## config.mk

```make
export PLATFORM = sky130hd
export DESIGN_NAME = lsu_ctrl
export DESIGN_NICKNAME = d
export VERILOG_FILES = /design/src/rtl/lsu_ctrl.sv
export SDC_FILE = /design/constraint.sdc
export NUM_CORES = 1
export LEC_CHECK = 0
export ABC_CLOCK_PERIOD_IN_PS = 4810
export BUFFER_PORTS_ARGS = -buffer_cell sky130_fd_sc_hd__buf_2
export CAP_MARGIN = 30
export CORE_UTILIZATION = 45
export DETAILED_ROUTE_END_ITERATION = 7
export PLACE_DENSITY = 0.76
export SYNTH_ARGS = -nofsm -noshare
export SYNTH_HDL_FRONTEND = slang
export SYNTH_SLANG_ARGS = --single-unit
```

## constraint.sdc

```tcl
create_clock -name clk -period 4.81 [get_ports clk]
set_clock_uncertainty 0.15 [all_clocks]
set_input_delay 0.481 -clock clk [delete_from_list [all_inputs] [get_ports clk]]
set_output_delay 0.481 -clock clk [all_outputs]
set_load 0.01 [all_outputs]
```

## src/rtl/lsu_ctrl.sv

```systemverilog
// Load/store unit controller: computes the effective address, runs one bus access and returns load data to the register file.
// Latency: load done 3 cycles after start, store 2, misaligned/illegal 1; waits on mem_gnt_i/mem_rvalid_i extend it.
// Backpressure: the request is held stable until mem_gnt_i; start_i is ignored while busy; a timeout ends a stalled access with err_o.
module lsu_ctrl #(
  parameter int unsigned TIMEOUT_CYCLES = 255
) (
  input  logic        clk,
  input  logic        rst_n,
  input  logic        start_i,
  input  logic        is_store_i,
  input  logic [2:0]  funct3_i,
  input  logic [31:0] base_i,
  input  logic [11:0] offset_i,
  input  logic [31:0] sdata_i,
  input  logic [4:0]  rd_i,
  output logic        busy_o,
  output logic        done_o,
  output logic        misalign_o,
  output logic        err_o,
  output logic        mem_req_o,
  output logic        mem_we_o,
  output logic [31:0] mem_addr_o,
  output logic [3:0]  mem_be_o,
  output logic [31:0] mem_wdata_o,
  input  logic        mem_gnt_i,
  input  logic        mem_rvalid_i,
  input  logic [31:0] mem_rdata_i,
  output logic        rf_wr_en_o,
  output logic [4:0]  rf_rd_o,
  output logic [31:0] rf_wdata_o
);

  typedef enum logic [1:0] {S_IDLE, S_REQ, S_WAIT, S_DONE} state_t;

  // Counter value on the last cycle allowed in REQ/WAIT.
  localparam logic [7:0] TMO_LAST = 8'(TIMEOUT_CYCLES - 1);

  state_t      state;
  logic [31:0] ea_q;
  logic [2:0]  f3_q;
  logic        store_q;
  logic [31:0] sdata_q;
  logic [4:0]  rd_q;
  logic [7:0]  tmo_cnt;

  logic [31:0] ea_nxt;
  logic        mis_nxt;
  logic        ill_nxt;
  logic        tmo_hit;
  logic [7:0]  lane_b;
  logic [15:0] lane_h;
  logic [31:0] ld_ext;
  logic [3:0]  be_dec;
  logic [31:0] wd_dec;

  // Effective address and access legality, evaluated on the inputs of the start cycle.
  always_comb begin
    ea_nxt  = base_i + {{20{offset_i[11]}}, offset_i};
    mis_nxt = (((funct3_i == 3'b001) || (funct3_i == 3'b101)) && ea_nxt[0]) ||
              ((funct3_i == 3'b010) && (ea_nxt[1:0] != 2'b00));
    ill_nxt = (funct3_i == 3'b011) || (funct3_i == 3'b110) || (funct3_i == 3'b111) ||
              (is_store_i && funct3_i[2]);
    tmo_hit = (tmo_cnt == TMO_LAST);
  end

  // Lane selection and sign/zero extension of the returned read word.
  always_comb begin
    lane_b = mem_rdata_i[7:0];
    case (ea_q[1:0])
      2'd1:    lane_b = mem_rdata_i[15:8];
      2'd2:    lane_b = mem_rdata_i[23:16];
      2'd3:    lane_b = mem_rdata_i[31:24];
      default: lane_b = mem_rdata_i[7:0];
    endcase
    lane_h = ea_q[1] ? mem_rdata_i[31:16] : mem_rdata_i[15:0];
    ld_ext = mem_rdata_i;
    case (f3_q)
      3'b000:  ld_ext = {{24{lane_b[7]}}, lane_b};
      3'b001:  ld_ext = {{16{lane_h[15]}}, lane_h};
      3'b100:  ld_ext = {24'd0, lane_b};
      3'b101:  ld_ext = {16'd0, lane_h};
      default: ld_ext = mem_rdata_i;
    endcase
  end

  // Byte enables and lane-replicated store data from the latched access; zero when no request is up.
  always_comb begin
    be_dec = 4'b1111;
    wd_dec = sdata_q;
    case (f3_q[1:0])
      2'b00: begin
        be_dec = 4'b0001 << ea_q[1:0];
        wd_dec = {4{sdata_q[7:0]}};
      end
      2'b01: begin
        be_dec = ea_q[1] ? 4'b1100 : 4'b0011;
        wd_dec = {2{sdata_q[15:0]}};
      end
      default: begin
        be_dec = 4'b1111;
        wd_dec = sdata_q;
      end
    endcase
    mem_we_o    = mem_req_o & store_q;
    mem_addr_o  = mem_req_o ? {ea_q[31:2], 2'b00} : 32'd0;
    mem_be_o    = mem_req_o ? be_dec : 4'd0;
    mem_wdata_o = mem_req_o ? wd_dec : 32'd0;
  end

  // Access FSM with registered status, bus-request and register-file outputs.
  always_ff @(posedge clk or negedge rst_n) begin
    if (!rst_n) begin
      state      <= S_IDLE;
      ea_q       <= '0;
      f3_q       <= '0;
      store_q    <= 1'b0;
      sdata_q    <= '0;
      rd_q       <= '0;
      tmo_cnt    <= '0;
      busy_o     <= 1'b0;
      done_o     <= 1'b0;
      misalign_o <= 1'b0;
      err_o      <= 1'b0;
      mem_req_o  <= 1'b0;
      rf_wr_en_o <= 1'b0;
      rf_rd_o    <= '0;
      rf_wdata_o <= '0;
    end else begin
      case (state)
        S_IDLE: begin
          if (start_i) begin
            ea_q    <= ea_nxt;
            f3_q    <= funct3_i;
            store_q <= is_store_i;
            sdata_q <= sdata_i;
            rd_q    <= rd_i;
            busy_o  <= 1'b1;
            if (mis_nxt) begin
              state      <= S_DONE;
              done_o     <= 1'b1;
              misalign_o <= 1'b1;
            end else if (ill_nxt) begin
              state  <= S_DONE;
              done_o <= 1'b1;
              err_o  <= 1'b1;
            end else begin
              state     <= S_REQ;
              mem_req_o <= 1'b1;
              tmo_cnt   <= '0;
            end
          end
        end
        S_REQ: begin
          tmo_cnt <= tmo_cnt + 8'd1;
          if (mem_gnt_i) begin
            mem_req_o <= 1'b0;
            if (store_q) begin
              state  <= S_DONE;
              done_o <= 1'b1;
            end else begin
              state <= S_WAIT;
            end
          end else if (tmo_hit) begin
            mem_req_o <= 1'b0;
            state     <= S_DONE;
            done_o    <= 1'b1;
            err_o     <= 1'b1;
          end
        end
        S_WAIT: begin
          tmo_cnt <= tmo_cnt + 8'd1;
          if (mem_rvalid_i) begin
            rf_wdata_o <= ld_ext;
            rf_rd_o    <= rd_q;
            rf_wr_en_o <= (rd_q != 5'd0);
            state      <= S_DONE;
            done_o     <= 1'b1;
          end else if (tmo_hit) begin
            state  <= S_DONE;
            done_o <= 1'b1;
            err_o  <= 1'b1;
          end
        end
        S_DONE: begin
          state      <= S_IDLE;
          busy_o     <= 1'b0;
          done_o     <= 1'b0;
          misalign_o <= 1'b0;
          err_o      <= 1'b0;
          rf_wr_en_o <= 1'b0;
        end
        default: state <= S_IDLE;
      endcase
    end
  end

endmodule

```

==> metrics, run 1 <==
post-synthesis xor/xnor area fraction=2.70%; critical path class=reg -> out; Ports=234; Fin. Hold Viols=0; top-area cell type share of the netlist area=38.9%; Root Driver=clkbuf_16; Num CTS Buffers=17; multiplexer share of the synthesized area=3.86%; Seq cells post-synth=126; sequential area share after synthesis=38.9%; MaxCap Viol Count=0; Slew headroom=31.4%; async set or reset register ratio after synthesis=100%; switching power=2.53 mW; final WL=23,500 um; die area=0.0186 sq mm; Cells after Synth=1,021; Final WS setup=1.59 ns; min Tclk post-route=3.22 ns; largest net degree at the start of global routing=78; CTS tree=yes; worst IR drop on VDD=378 uV; detailed-route DRC error count=0; Gate power share=47.1%; commonest non-fill, non-tap cells in the layout=263 x nand2_1, 230 x buf_2, 124 x dfrtp_1, 109 x o21ai_0, 64 x a21oi_1; Synth warnings=0; WL/cell=16.0 um; hpwl dp=17,100 um; die height=136 um; Worst Setup Start Kind=register; overall power=6.18 mW; Final setup violation count=0; # clock sinks=126; RSZ-0062 raised after global routing=false; dpl ws=1.66 ns; leakage=5.05 nW; setup bufs post-CTS=0; commonest non-fill, non-tap cell in the layout=nand2_1; Post-synth EDFFs=0; simple-gate share of the synthesized area=25.9%; first-pass GRT wire length=37,400 um; Sw Ratio=40.9%; Area Overhead vs Synth=24.7%; number of nets in the layout=1,387; P per Cell Area=611 mW/mm^2; Reg clk slew, reported paths=0.06 ns; n_diodes=0; internal power=3.65 mW; fin crit share=66.9%; sequential fraction of design power=30.4%; RePlAce Congestion=0.943; Vias=7,985; top cells by area, synth=dfrtp_1 39%, nand2_1 12%, o21ai_0 6.7%, ha_1 5.7%, and2_1 4.2%; layout cell share with drive strength beyond 1=23.2%; initial antenna violation count=0; PortBufs=231; Worst Setup End Kind=output pin; critical path arrival=2.59 ns; antenna viol nets, final=0; drt via density=5.45; worst skew pair latency=0.41 ns; hold buffer count at cts=0; Die Wd=136 um; compound-cell area share of the yosys netlist=18.9%; Crit Path Max Fanout=16; Starting Density=46.4%; PostCTS Resize Cnt=0; vias in the first global route=7,690; setup_tns=0 ns; gr usage total=25.5%; Slew Limit Fails=0; core area=0.0175 sq mm; Mean Syn Cell Area=7.94 sq um; H-tree levels=4; Cell Area, Synth=0.00811 sq mm; Critical Path RT=4.18 ns; status=finished clean; final global-route overflow total=0; final hold slack=0.0357 ns; initial DRC count=477; largest family of logic cells by synthesized area=simple AND/OR/NAND/NOR gates; adder-cell share of the synthesized area=5.95%; worst slew pin tran=1.03 ns; drt first pass iters=5; FMAX=311 MHz; Post-synth top flop=dfrtp_1; Max Root-Sink Buffers=2; Clock power frac=22.5%; Netlist cell types=56; area leader, netlist=dfrtp_1; Tightest Hold Check Type=in -> async; Row Count=48
[cells in the mapped netlist, types with 2 or more instances]
master	count
o21a_1	7
mux2i_1	29
nand3_1	11
or3_1	6
o21bai_1	5
buf_1	5
ha_1	37
a221oi_1	11
nor2b_1	22
or4_1	2
xnor2_1	12
xor2_1	13
o21ai_0	109
o22ai_1	8
buf_4	2
o2111ai_1	2
o211ai_1	2
nand4_1	10
a211oi_1	3
nor3_1	10
a21o_1	11
dfrtp_1	126
inv_1	26
o31ai_1	8
a21oi_1	64
nand2_1	264
clkbuf_1	48
and2_1	55
or2_2	4
a21boi_0	9
a31oi_1	7
and3_1	3
nor2_1	52
nand2b_1	7
nor3b_1	9
a22oi_1	2
[path summary, 6_finish.rpt]
check | startpoint | endpoint | slack (ns) | cells past startpoint
max | f3_q[0] | mem_be_o[0] | 1.59 | 5
min | rst_n | rf_wdata_o[27] | 0.04 | 1
max reg2reg | f3_q[0] | rf_wdata_o[15] | 1.90 | 8
min reg2reg | rf_rd_o[2] | rf_rd_o[2] | 0.32 | 2
max in group asynchronous | rst_n | sdata_q[10] | 3.63 | 2
min in group clk | sdata_i[5] | sdata_q[5] | 0.11 | 3
[cell families after synthesis]
kind of cell	after synthesis
simple gates	462
compound gates	258
flops	126
buf+inv	81
fa+ha+maj	38
mux	30
xor+xnor	25
other cells	1
[through the flow]
stage | util, % | instance area, sq um | instances
3_5_place_dp | 54.1 | 9450 | 1432
2_1_floorplan | - | 8120 | 1022
5_1_grt | 57.9 | 10100 | 1465
3_3_place_gp | 53.9 | 9420 | 1430
6_report | 57.9 | 10100 | 1465
4_1_cts | 57.7 | 10100 | 1464
[critical path, cell delays in order, from the launching register on]
cell     delay, ns
dfrtp_1       0.52
nor2b_1       0.86
nor2_1        0.08
nor2_1        0.46
nor2b_1       0.09
buf_2         0.16
[power by group through the flow]
stage | clock network, mW | registers (mW) | logic [mW]
after floorplan | 0 | 1.86 | 1.85
after global placement | 0 | 1.89 | 2.81
after detailed placement | 0 | 1.89 | 2.90
after CTS | 1.41 | 1.87 | 2.92
after global routing | 1.46 | 1.94 | 3.25
final | 1.39 | 1.88 | 2.91
[sequential cells by signal, indices dropped and copies added, names as in the netlist]
signal,cells
ea_q,32
rf_wdata_o,32
sdata_q,32
tmo_cnt,8
rd_q,5
rf_rd_o,5
f3_q,3
state,2
busy_o,1
done_o,1
err_o,1
mem_req_o,1
misalign_o,1
rf_wr_en_o,1
store_q,1
[layer usage]
layer / part of all wire (%) / up-vias / track usage [%]
met4: 1.9 / 0 / 9.07
li1: - / 3922 / -
met3: 6.1 / 36 / 4.66
met2: 48 / 296 / 43.3
met1: 44 / 3731 / 32.4
met5: 0 / - / 0
[area by class of cell]
cell class	count	area [sq um]
Sequential cell	126	3160
Clock buffer	22	484
Tap cell	225	282
Clock inverter	10	159
Inverter	26	97.6
Fill cell	1586	7360
Timing Repair Buffer	241	1270
Multi-Input combinational cell	815	4660
Note: power is estimated with default switching activity, not from simulation.
==> run 2, diff against run 1 <==
--- a/config.mk
+++ b/config.mk
@@ -5,7 +5,7 @@
 export SDC_FILE = /design/constraint.sdc
 export NUM_CORES = 1
 export LEC_CHECK = 0
-export ABC_CLOCK_PERIOD_IN_PS = 4810
+export ABC_CLOCK_PERIOD_IN_PS = 3010
 export BUFFER_PORTS_ARGS = -buffer_cell sky130_fd_sc_hd__buf_2
 export CAP_MARGIN = 30
 export CORE_UTILIZATION = 45
==> constraint.sdc (replaced) <==
create_clock -name clk -period 3.01 [get_ports clk]
set_clock_uncertainty 0.15 [all_clocks]
set_input_delay 0.301 -clock clk [delete_from_list [all_inputs] [get_ports clk]]
set_output_delay 0.301 -clock clk [all_outputs]
set_load 0.01 [all_outputs]
==> metrics, run 2 (synthesized netlist as in run 1, its figures left out) <==
gr usage total=26.9%; die height=136 um; fin crit share=80.5%; Slew headroom=59.5%; RSZ-0062 raised after global routing=false; WL/cell=16.1 um; crit-path cells=buf_2, ha_1, inv_1, fa_1, and2b_1, o2111ai_1, a31oi_1, a221oi_2, o21bai_1, or3_1, nand3_1; Hold Crit Depth=3; drt via density=5.47; setup bufs post-CTS=0; core area=0.0175 sq mm; worst IR drop on VDD=449 uV; commonest non-fill, non-tap cells in the layout=263 x nand2_1, 230 x buf_2, 124 x dfrtp_1, 109 x o21ai_0, 64 x a21oi_1; crit-path max cell delay=0.44 ns; H-tree levels=4; Num CTS Buffers=17; worst skew pair latency=0.41 ns; detailed-route DRC error count=0; # clock sinks=126; Layout fillers=1,558; layout cell share with drive strength beyond 1=23.5%; die area=0.0186 sq mm; final hold slack=0.0185 ns; Max Root-Sink Buffers=2; M2 GR Usage=45.5%; Worst Setup Start Kind=input pin; n_diodes=0; Tightest Hold Check Type=in -> reg; PortBufs=231; Vias=8,343; final global-route overflow total=0; RePlAce Congestion=0.899; first-pass GRT wire length=39,200 um; status=finished clean; Fin. Hold Viols=0; largest net degree at the start of global routing=53; Area Overhead vs Synth=30.5%; Row Count=48; P per Cell Area=929 mW/mm^2; Root Driver=clkbuf_16; critical path's slowest cell=a221oi_2; Worst Setup End Kind=register; FMAX=413 MHz; R2R depth=7; met1 Use GR=34.1%; drt first pass iters=5; min Tclk post-route=2.42 ns; Ports=234; Slew Limit Fails=0; leakage=5.28 nW; worst slew pin tran=0.607 ns; number of nets in the layout=1,450; Critical Path RT=3.21 ns; Final setup violation count=0; biggest registers after layout=ea_q x32, rf_wdata_o x32, sdata_q x32; MaxCap Viol Count=0; initial DRC count=499; CTS tree=yes; vias in the first global route=8,008; Starting Density=46.4%; initial antenna violation count=0; gr busiest metal=met2; hold buffer count at cts=42; setup_tns=0 ns; hpwl dp=17,500 um; Die Wd=136 um; final WL=24,600 um; critical path class=in -> reg; antenna viol nets, final=0; commonest non-fill, non-tap cell in the layout=nand2_1; PostCTS Resize Cnt=0; critical path arrival=2.62 ns; Crit Path Max Fanout=4; Reg clk slew, reported paths=0.05 ns; met3 Usage GRT=4.06%
[run 2: path summary, 6_finish.rpt]
path                        startpoint             end  slack, ns
max                          base_i[0]        ea_q[24]       0.59
max reg2reg                   state[0]     sdata_q[13]       0.63
max in group asynchronous        rst_n  rf_wdata_o[21]       1.69
min                        funct3_i[0]         f3_q[0]       0.02
min reg2reg                 rf_rd_o[0]      rf_rd_o[0]       0.32
min in group asynchronous        rst_n  rf_wdata_o[27]       0.29
[run 2: per-stage QoR]
stage / std cells / power (mW) / cell area [sq um] / util (%) / worst slack [ns]
after global placement: 1454 / 7.63 / 9600 / 54.9 / 0.173
after global routing: 1525 / 10.6 / 10600 / 60.6 / 0.423
after CTS: 1525 / 9.84 / 10600 / 60.6 / 0.598
final: 1525 / 9.84 / 10600 / 60.6 / 0.588
after floorplan: 1022 / 5.94 / 8120 / - / 0.447
after detailed placement: 1454 / 7.75 / 9600 / 54.9 / 0.151
[run 2: final cells by class]
class | count | area [sq um] | area share [%]
multi-input cells | 815 | 4660 | 44.0
well taps | 225 | 282 | 2.66
flip-flops and latches | 126 | 3160 | 29.8
repair buffers | 304 | 1820 | 17.2
clock inverters | 9 | 120 | 1.13
clock buffers | 20 | 447 | 4.22
inverters | 26 | 97.6 | 0.922
[run 2: metal layers]
layer  up-vias  part of all wire [%]
li1       4030                     -
met1      3894                    43
met2       360                    48
met3        59                   6.2
met4         0                   2.6
met5         -                     0
[run 2: power breakdown]
group / switching, mW / internal (mW) / total (mW)
logic: 2.81 / 2.00 / 4.81
clock network: 0.712 / 1.30 / 2.01
registers: 0.556 / 2.46 / 3.02
[run 2: critical path, delay by kind of cell]
| kind | cells | cell delay, ns |
|---|---|---|
| and+or+nand+nor | 3 | 0.63 |
| AOI/OAI and AO/OA | 4 | 1.06 |
| adders and majority gates | 2 | 0.43 |
| buffers and inverters | 2 | 0.18 |
==> run 3, diff against run 2 <==
--- a/config.mk
+++ b/config.mk
@@ -5,12 +5,13 @@
 export SDC_FILE = /design/constraint.sdc
 export NUM_CORES = 1
 export LEC_CHECK = 0
-export ABC_CLOCK_PERIOD_IN_PS = 3010
+export ABC_AREA = 1
+export ABC_CLOCK_PERIOD_IN_PS = 2100
 export BUFFER_PORTS_ARGS = -buffer_cell sky130_fd_sc_hd__buf_2
 export CAP_MARGIN = 30
 export CORE_UTILIZATION = 45
 export DETAILED_ROUTE_END_ITERATION = 7
-export PLACE_DENSITY = 0.76
+export PLACE_DENSITY = 0.78
 export SYNTH_ARGS = -nofsm -noshare
 export SYNTH_HDL_FRONTEND = slang
 export SYNTH_SLANG_ARGS = --single-unit
==> constraint.sdc (replaced) <==
create_clock -name clk -period 2.1 [get_ports clk]
set_clock_uncertainty 0.15 [all_clocks]
set_input_delay 0.21 -clock clk [delete_from_list [all_inputs] [get_ports clk]]
set_output_delay 0.21 -clock clk [all_outputs]
set_load 0.01 [all_outputs]
==> metrics, run 3 <==
fin area=0.0117 sq mm; FF-to-FF End=rf_wdata_o[9]; Worst Setup Start Kind=register; Mean Syn Cell Area=6.49 sq um; final global-route overflow total=0; Max Root-Sink Buffers=2; Seq cells post-synth=126; fin util=62.4%; detailed-route DRC error count=0; top-area cell type share of the netlist area=36.3%; critical path arrival=1.69 ns; CTS tree=yes; number of nets in the layout=1,809; commonest non-fill, non-tap cell in the layout=nand2_1; RSZ-0062 raised after global routing=true; Layout Cells excl Fill=1,923; Layout fillers=1,663; first-pass GRT wire length=44,900 um; # placed instances=1,822; min Tclk post-route=2.05 ns; worst skew pair latency=0.42 ns; MaxCap Viol Count=0; Critical Path RT=1.74 ns; status=finished clean; Slew headroom=63.3%; Hold Crit Depth=5; vias in the first global route=9,347; Ports=234; die area=0.0198 sq mm; worst IR drop on VDD=568 uV; gr usage total=28.6%; PortBufs=231; Post-synth EDFFs=0; Slew Limit Fails=0; die height=141 um; Post-synth top cells=528 x nand2_1, 206 x inv_1, 126 x dfrtp_1; Row Count=50; Worst Setup End Kind=output pin; final WL=27,800 um; Crit Path Max Fanout=10; Fin. Hold Viols=0; Placed Instance Area=0.0104 sq mm; Final setup violation count=0; Cell Area, Synth=0.00867 sq mm; Area Overhead vs Synth=35.4%; H-tree levels=4; leakage=6.84 nW; drt via density=5.09; initial antenna violation count=1; sequential area share after synthesis=36.3%; Root Driver=clkbuf_16; critical path class=reg -> out; overall power=15.8 mW; Cells after Synth=1,337; R2R depth=8; WL/cell=14.5 um; biggest registers after layout=ea_q x32, rf_wdata_o x32, sdata_q x32; layout cell share with drive strength beyond 1=19.9%; initial DRC count=715; worst slew pin tran=0.550 ns; core area=0.0188 sq mm; P per Cell Area=1340 mW/mm^2; WHS Endpoint=rf_wdata_o[31]; drt first pass iters=5; Post-synth top flop=dfrtp_1; area leader, netlist=dfrtp_1; Num CTS Buffers=17; Synth warnings=0; Vias=9,784; count leader, synth=nand2_1; RePlAce Congestion=0.912; largest net degree at the start of global routing=55; Reg clk slew, reported paths=0.06 ns; Critical Path Source=f3_q[1]; commonest non-fill, non-tap cells in the layout=527 x nand2_1, 230 x buf_2, 204 x inv_1, 124 x dfrtp_1, 113 x nor2_1; Tightest Hold Check Type=in -> reg; # clock sinks=126; Die Wd=141 um; antenna viol nets, final=0; async set or reset register ratio after synthesis=100%; fin crit share=97.6%; FMAX=488 MHz; Reg2Reg Setup Slack=0.15 ns; Netlist cell types=39; hpwl dp=19,900 um; top cells by area, synth=dfrtp_1 36%, nand2_1 23%, inv_1 8.9%, ha_1 5.3%, nor2_1 4.9%; reg2reg start=state[0]; Starting Density=46.1%; Hold Startpoint=mem_rdata_i[31]
[run 3: changes by cell type in the layout (fill, tap and decap cells not counted), sizes merged, moves of 17 or more]
| cell | previous run | this run |
|---|---|---|
| and2 | 56 | 1 |
| dlygate4sd3 | 42 | 67 |
| inv | 26 | 209 |
| mux2i | 29 | 0 |
| nand2 | 265 | 532 |
| nand3 | 11 | 61 |
| nor2 | 52 | 116 |
| nor2b | 22 | 0 |
| o21ai | 109 | 73 |
| o22ai | 8 | 25 |
[run 3: power breakdown]
part	switching (mW)	internal [mW]
registers	0.880	3.58
logic	4.85	3.05
clock network	1.13	2.26
total	6.86	8.89
[run 3: layout make-up]
cell class | count | area, sq um | area share, %
clock buffer | 18 | 439 | 3.74
antenna | 1 | 2.50 | 0.0213
timing repair buffer | 334 | 2210 | 18.8
sequential | 126 | 3160 | 26.9
clock inverter | 14 | 240 | 2.05
multi-input combinational | 960 | 4570 | 39.0
tap | 260 | 325 | 2.77
inverter | 210 | 792 | 6.75
[run 3: worst max-delay path, cell delays in order (launching register included)]
cell and delay [ns]:
dfrtp_1 0.44, nor2_2 0.21, inv_4 0.10, buf_12 0.15, o22ai_1 0.15, nor3_1 0.07
buf_2 0.16
[run 3: how the worst max path moves through the flow]
stage                                 end  slack, ns  cells after the start
final                     mem_wdata_o[15]       0.05                      6
after floorplan                tmo_cnt[2]       0.08                     12
after detailed placement       tmo_cnt[2]      -0.23                     13
after global routing      mem_wdata_o[15]      -0.06                      6
after CTS                 mem_wdata_o[31]       0.04                      7
after global placement         tmo_cnt[2]      -0.20                     13
[run 3: timing repair]
| action | 4_1_cts | 5_1_grt |
|---|---|---|
| gates resized for setup | 5 | 10 |
| endpoints found under the setup margin | 11 | 15 |
| hold buffers | 67 | 0 |
| setup buffers | 0 | 1 |
| hold endpoints to repair | 103 | 0 |
| cloned | 0 | 0 |
| pin swaps | 0 | 1 |
[run 3: per-stage QoR]
stage	setup TNS, ns	hold WS (ns)	worst slack (ns)
CTS	0	0.00305	0.0391
finish	0	0.0206	0.0512
detailed placement	-2.37	0.0792	-0.235
floorplan	0	-0.236	0.0753
global placement	-1.97	0.0706	-0.204
global route	-0.160	0.0258	-0.0575
[run 3: cell families after synthesis]
kind of cell / Yosys count / share of synthesized area (%)
compound gates: 169 / 11.5
buf+inv: 252 / 11.2
flops: 126 / 36.3
xor+xnor: 18 / 1.82
other cells: 1 / 0.0432
fa+ha+maj: 38 / 5.57
simple gates: 733 / 33.6
[run 3: layer usage]
| layer | GRT usage [%] | up-vias | wire length, um |
|---|---|---|---|
| li1 | - | 4768 | - |
| met1 | 34.9 | 4415 | 11400 |
| met2 | 47.3 | 483 | 12900 |
| met3 | 5.57 | 118 | 2160 |
| met4 | 16.1 | 0 | 1280 |
| met5 | 0 | - | 0 |
